<file path="config.mk">
export PLATFORM = sky130hd
export DESIGN_NAME = led_display_frame_swap_arbiter
export DESIGN_NICKNAME = d
export VERILOG_FILES = /design/src/rtl/led_display_frame_swap_arbiter.sv
export SDC_FILE = /design/constraint.sdc
export NUM_CORES = 1
export LEC_CHECK = 0
export ABC_AREA = 1
export CAP_MARGIN = 40
export CORE_ASPECT_RATIO = 1.1
export CORE_MARGIN = 2
export CORE_UTILIZATION = 42
export CTS_BUF_LIST = sky130_fd_sc_hd__clkbuf_4 sky130_fd_sc_hd__clkbuf_8
export CTS_CLUSTER_SIZE = 25
export DETAILED_ROUTE_END_ITERATION = 7
export HOLD_SLACK_MARGIN = 0.1
export PLACE_DENSITY_LB_ADDON = 0.12
export RECOVER_POWER = 100
export SYNTH_ARGS = -nofsm -noshare
export SYNTH_HDL_FRONTEND = slang
export SYNTH_SLANG_ARGS = --single-unit
</file>
<file path="constraint.sdc">
create_clock -name clk_in -period 2.5 [get_ports clk_in]
set_clock_uncertainty 0.1 [all_clocks]
set_input_delay 0.5 -clock clk_in [delete_from_list [all_inputs] [get_ports clk_in]]
set_output_delay 0.5 -clock clk_in [all_outputs]
set_load 0.005 [all_outputs]
</file>
<file path="src/rtl/led_display_frame_swap_arbiter.sv">
// ============================================================================
// led_display_frame_swap_arbiter
//   Frame RAM double-buffer controller with a two-writer port-A arbiter.
//   Optional feature macro: LED_DISPLAY_ARB_FIXED_PRIO_EN (fixed priority).
//   Revision: 1.0
// ============================================================================
`default_nettype none

module led_display_frame_swap_arbiter #(
  parameter int ADDR_W = 10
) (
  input  logic              clk_in,
  input  logic              reset_in,
  input  logic              wr0_valid_in,
  output logic              wr0_ready_out,
  input  logic [ADDR_W-1:0] wr0_addr_in,
  input  logic [31:0]       wr0_data_in,
  input  logic              wr1_valid_in,
  output logic              wr1_ready_out,
  input  logic [ADDR_W-1:0] wr1_addr_in,
  input  logic [31:0]       wr1_data_in,
  input  logic              swap_req_in,
  input  logic              frame_done_in,
  output logic              swap_pending_out,
  output logic              swap_done_out,
  output logic              front_buf_out,
  output logic [3:0]        ram_wen_out,
  output logic [31:0]       ram_addr_out,
  output logic [31:0]       ram_data_out
);

  localparam int PAD_W = 32 - ADDR_W - 3;

  typedef enum logic [1:0] {
    ST_FILL    = 2'd0,
    ST_PENDING = 2'd1,
    ST_SWAP    = 2'd2
  } state_t;

  state_t      state_q, state_d;
  logic        front_q, front_d;
  logic        swap_done_q, swap_done_d;
  logic [3:0]  wen_q, wen_d;
  logic [31:0] addr_q, addr_d;
  logic [31:0] data_q, data_d;
  logic        grant0, grant1;

`ifndef LED_DISPLAY_ARB_FIXED_PRIO_EN
  logic        last_grant_q, last_grant_d;
`endif

  // Grants are only possible in FILL, so the back buffer is frozen otherwise.
  always_comb begin
    grant0 = 1'b0;
    grant1 = 1'b0;
    if (state_q == ST_FILL) begin
`ifdef LED_DISPLAY_ARB_FIXED_PRIO_EN
      grant0 = wr0_valid_in;
      grant1 = wr1_valid_in & ~wr0_valid_in;
`else
      grant0 = wr0_valid_in & (~wr1_valid_in | last_grant_q);
      grant1 = wr1_valid_in & (~wr0_valid_in | ~last_grant_q);
`endif
    end
  end

  assign wr0_ready_out = grant0;
  assign wr1_ready_out = grant1;

  // Write datapath: the buffer-select bit is always the inverse of the front.
  always_comb begin
    wen_d  = 4'h0;
    addr_d = addr_q;
    data_d = data_q;
    if (grant0) begin
      wen_d  = 4'hF;
      addr_d = {{PAD_W{1'b0}}, ~front_q, wr0_addr_in, 2'b00};
      data_d = wr0_data_in;
    end else if (grant1) begin
      wen_d  = 4'hF;
      addr_d = {{PAD_W{1'b0}}, ~front_q, wr1_addr_in, 2'b00};
      data_d = wr1_data_in;
    end
  end

`ifndef LED_DISPLAY_ARB_FIXED_PRIO_EN
  always_comb begin
    last_grant_d = last_grant_q;
    if (grant0) begin
      last_grant_d = 1'b0;
    end else if (grant1) begin
      last_grant_d = 1'b1;
    end
  end
`endif

  always_comb begin
    state_d     = state_q;
    front_d     = front_q;
    swap_done_d = 1'b0;
    case (state_q)
      ST_FILL: begin
        if (swap_req_in) begin
          state_d = ST_PENDING;
        end
      end
      ST_PENDING: begin
        if (frame_done_in) begin
          state_d = ST_SWAP;
        end
      end
      ST_SWAP: begin
        state_d     = ST_FILL;
        front_d     = ~front_q;
        swap_done_d = 1'b1;
      end
      default: begin
        state_d = ST_FILL;
      end
    endcase
  end

  always_ff @(posedge clk_in) begin
    if (reset_in) begin
      state_q      <= ST_FILL;
      front_q      <= 1'b0;
      swap_done_q  <= 1'b0;
      wen_q        <= 4'h0;
      addr_q       <= 32'h0;
      data_q       <= 32'h0;
`ifndef LED_DISPLAY_ARB_FIXED_PRIO_EN
      last_grant_q <= 1'b1;
`endif
    end else begin
      state_q      <= state_d;
      front_q      <= front_d;
      swap_done_q  <= swap_done_d;
      wen_q        <= wen_d;
      addr_q       <= addr_d;
      data_q       <= data_d;
`ifndef LED_DISPLAY_ARB_FIXED_PRIO_EN
      last_grant_q <= last_grant_d;
`endif
    end
  end

  assign swap_pending_out = (state_q == ST_PENDING) || (state_q == ST_SWAP);
  assign swap_done_out    = swap_done_q;
  assign front_buf_out    = front_q;
  assign ram_wen_out      = wen_q;
  assign ram_addr_out     = addr_q;
  assign ram_data_out     = data_q;

endmodule

`default_nettype wire

</file>
==> flow_metrics.env, run 1 <==
export IMPL_synth_mux_area_share_pct=0
export IMPL_p_int_w=0.00225
export IMPL_critPathArrivalTime_ns=1.82
export IMPL_finalSetupViolCount=0
export IMPL_drcViolationCount=0
export IMPL_area_growth_pct=51.6
export IMPL_synthFlopType="dfxtp_1"
export IMPL_worstMarginPinSlew_ns=0.839
export IMPL_die_height_um=89.1
export IMPL_seqPwrFrac_pct=32.7
export IMPL_p_leak_nw=2.37
export IMPL_synth_top_family_by_area="simple AND/OR/NAND/NOR gates"
export IMPL_hold_buffers=0
export IMPL_fmax_mhz=414
export IMPL_grt_max_degree=71
export IMPL_yosysWarnings=0
export IMPL_clkPwrFrac_pct=13.9
export IMPL_initial_core_util_pct=42.7
export IMPL_diodes=0
export IMPL_synth_area_leaders="dfxtp_1 (35%), nand3_1 (15%), inv_1 (13%)"
export IMPL_nets=650
export IMPL_routed_wirelength_mm=7.33
export IMPL_netlist_area_sq_mm=0.00277
export IMPL_p_comb_share_pct=53.4
export IMPL_vias_per_cell=4.57
export IMPL_grt_pass1_wl_mm=11.6
export IMPL_dieWidth_um=81.4
export IMPL_ys_seq_area_share_pct=35.5
export IMPL_cp_end_kind="output port"
export IMPL_synth_fa_ha_area_share_pct=1.81
export IMPL_cts_root_buf="clkbuf_8"
export IMPL_dp_hpwl_mm=5.11
export IMPL_synth_distinct_cells=17
export IMPL_clkTransAtPathRegs_ns=0.09
export IMPL_clockBufferDepth=2
export IMPL_crit_type="in2out"
export IMPL_crit_fanout=3
export IMPL_dieArea_sq_mm=0.00725
export IMPL_grt_ovfl_total=0
export IMPL_slew_headroom_pct=44.1
export IMPL_p_per_area_mw_per_mm2=871
export IMPL_firstDrtPassIters=4
export IMPL_antenna_found_initial=0
export IMPL_setup_tns_ns=0
export IMPL_std_cell_rows=31
export IMPL_status="completed"
export IMPL_final_util_pct=64.7
export IMPL_place_congestion=0.782
export IMPL_yosysTopAreaCell="dfxtp_1"
export IMPL_start_kind="input port"
export IMPL_place_area_sq_mm=0.00410
export IMPL_sw_frac_of_total_pct=38.5
export IMPL_finalHoldViolCount=0
export IMPL_vias=2922
export IMPL_synthCells=431
export IMPL_clock_sinks=49
export IMPL_whs_ns=0.399
export IMPL_slew_violations=0
export IMPL_cap_violations=0
export IMPL_synth_common_cells="inv_1 (95), nand2_1 (90), nand3_1 (84)"
export IMPL_grt_setup_unrepaired="false"
export IMPL_detail_route_antenna_nets=0
export IMPL_synth_most_common_cell="inv_1"
export IMPL_drt_first_iter_violations=138
export IMPL_grt_pass1_vias=2657
export IMPL_cts_resized=0
export IMPL_synth_simple_area_share_pct=28.9
export IMPL_cts_tree="yes"
export IMPL_grtUsageTotal_pct=20.2
export IMPL_ios=163
export IMPL_syn_avg_cell_area_sq_um=6.42
export IMPL_finalCritPeriodShare_pct=96.7
export IMPL_synth_xor_area_share_pct=0.317
export IMPL_min_period_ns=2.42
export IMPL_synth_compound_area_share_pct=8.96
export IMPL_drive_above_1_share_pct=3.41
export IMPL_clk_latency_ns=0.29
export IMPL_ys_ff_latch=49
export IMPL_synth_async_reset_ratio_pct=0
export IMPL_required_ns=1.90
export IMPL_io_buffers=141
export IMPL_netlist_area_leader_share_pct=35.5
export IMPL_htree_levels=2
export IMPL_numCtsBuffers=5
export IMPL_synth_edf_count=0
export IMPL_power_total_w=0.00365
export IMPL_ir_drop_mv=0.864
export IMPL_p_sw_w=0.00141
export IMPL_post_cts_buffers=0
export IMPL_finalInstanceArea_sq_mm=0.00419
export IMPL_core_sq_mm=0.00648
export IMPL_wl_per_cell_um=11.5
export IMPL_hold_class="reg2reg"
[power by group through the flow]
stage	clock network, W	logic (W)	registers (W)
global route	0.000554	0.00222	0.00124
CTS	0.000529	0.00209	0.00121
floorplan	0	0.00113	0.00124
detailed placement	0	0.00208	0.00123
finish	0.000509	0.00195	0.00120
global placement	0	0.00206	0.00121
[metrics by stage]
stage / cells / setup WS [ns]
2_1_floorplan: 451 / 0.792
3_3_place_gp: 631 / 0.132
3_5_place_dp: 631 / 0.0760
4_1_cts: 639 / 0.0691
5_1_grt: 639 / 0.000163
6_report: 639 / 0.0819
[logic make-up (layout without fill, tap and decap cells)]
logic type / after synthesis / count (layout)
simple gates: 182 / 182
buf+inv: 145 / 251
compound gates: 49 / 49
flops: 49 / 49
fa+ha+maj: 4 / 4
other cells: 1 / 21
xor+xnor: 1 / 1
[area by class of cell]
| cell class | instances | area [sq um] |
|---|---|---|
| tap | 82 | 103 |
| sequential | 49 | 981 |
| clock buffer | 7 | 96.3 |
| fill | 594 | 2280 |
| clock inverter | 1 | 5.00 |
| timing repair buffer | 147 | 1460 |
| multi-input combinational | 257 | 1180 |
| inverter | 96 | 360 |
[flip-flops by register name, indices dropped and copies added, names as in the netlist]
register,flops
front_buf_out,1
state_q,2
ram_wen_out,1
swap_done_out,1
ram_data_out,32
last_grant_q,1
ram_addr_out,11
[critical path: stages]
cell and delay, ns:
clkdlybuf4s50_1 0.51, nand2_1 0.11, inv_1 0.07, nand2_1 0.07, inv_1 0.06, clkdlybuf4s50_1 0.50
[cells in the final DEF, fill, tap and decap left out]
cell type / instances
clkdlybuf4s50_1: 90
clkinv_2: 1
inv_2: 1
buf_12: 1
conb_1: 21
xnor2_1: 1
nor2_1: 4
a21oi_1: 3
buf_4: 3
clkbuf_2: 2
nand2_2: 4
dlygate4sd3_1: 51
o211ai_1: 1
inv_1: 95
o21ai_0: 45
dfxtp_1: 49
ha_1: 4
nand2_1: 90
clkbuf_8: 7
nand3_1: 84
[routing by layer]
| metal | part of all wire, % | global-route usage [%] | vias up |
|---|---|---|---|
| met5 | 0 | 0 | - |
| li1 | - | - | 1519 |
| met2 | 50 | 36.9 | 103 |
| met3 | 9.7 | 7.27 | 5 |
| met1 | 40 | 22.1 | 1295 |
| met4 | 0.78 | 5.39 | 0 |
[final timing paths]
kind / slack (ns) / endpoint / cells after the start / startpoint
max: 0.08 / wr1_ready_out / 6 / wr1_valid_in
min: 0.40 / ram_addr_out[12]$_SDFFE_PP0P_ / 1 / front_buf_out$_SDFFE_PP0P_
max reg2reg: 0.45 / ram_addr_out[5]$_SDFFE_PP0P_ / 9 / state_q[1]$_SDFFE_PP0P_
min reg2reg: 0.40 / ram_addr_out[12]$_SDFFE_PP0P_ / 1 / front_buf_out$_SDFFE_PP0P_
(Power assumes the default switching activity.)
==> run 2, diff against run 1 <==
--- a/config.mk
+++ b/config.mk
@@ -16,6 +16,7 @@
 export HOLD_SLACK_MARGIN = 0.1
 export PLACE_DENSITY_LB_ADDON = 0.12
 export RECOVER_POWER = 100
+export SKIP_LAST_GASP = 1
 export SYNTH_ARGS = -nofsm -noshare
 export SYNTH_HDL_FRONTEND = slang
 export SYNTH_SLANG_ARGS = --single-unit
==> results of run 2 <==
No change in the layout: final DEF, timing and power equal those of run 1.
==> run 3, diff against run 2 <==
--- a/config.mk
+++ b/config.mk
@@ -13,7 +13,6 @@
 export CTS_BUF_LIST = sky130_fd_sc_hd__clkbuf_4 sky130_fd_sc_hd__clkbuf_8
 export CTS_CLUSTER_SIZE = 25
 export DETAILED_ROUTE_END_ITERATION = 7
-export HOLD_SLACK_MARGIN = 0.1
 export PLACE_DENSITY_LB_ADDON = 0.12
 export RECOVER_POWER = 100
 export SKIP_LAST_GASP = 1
==> results of run 3 <==
No change in the layout: final DEF, timing and power equal those of run 1.
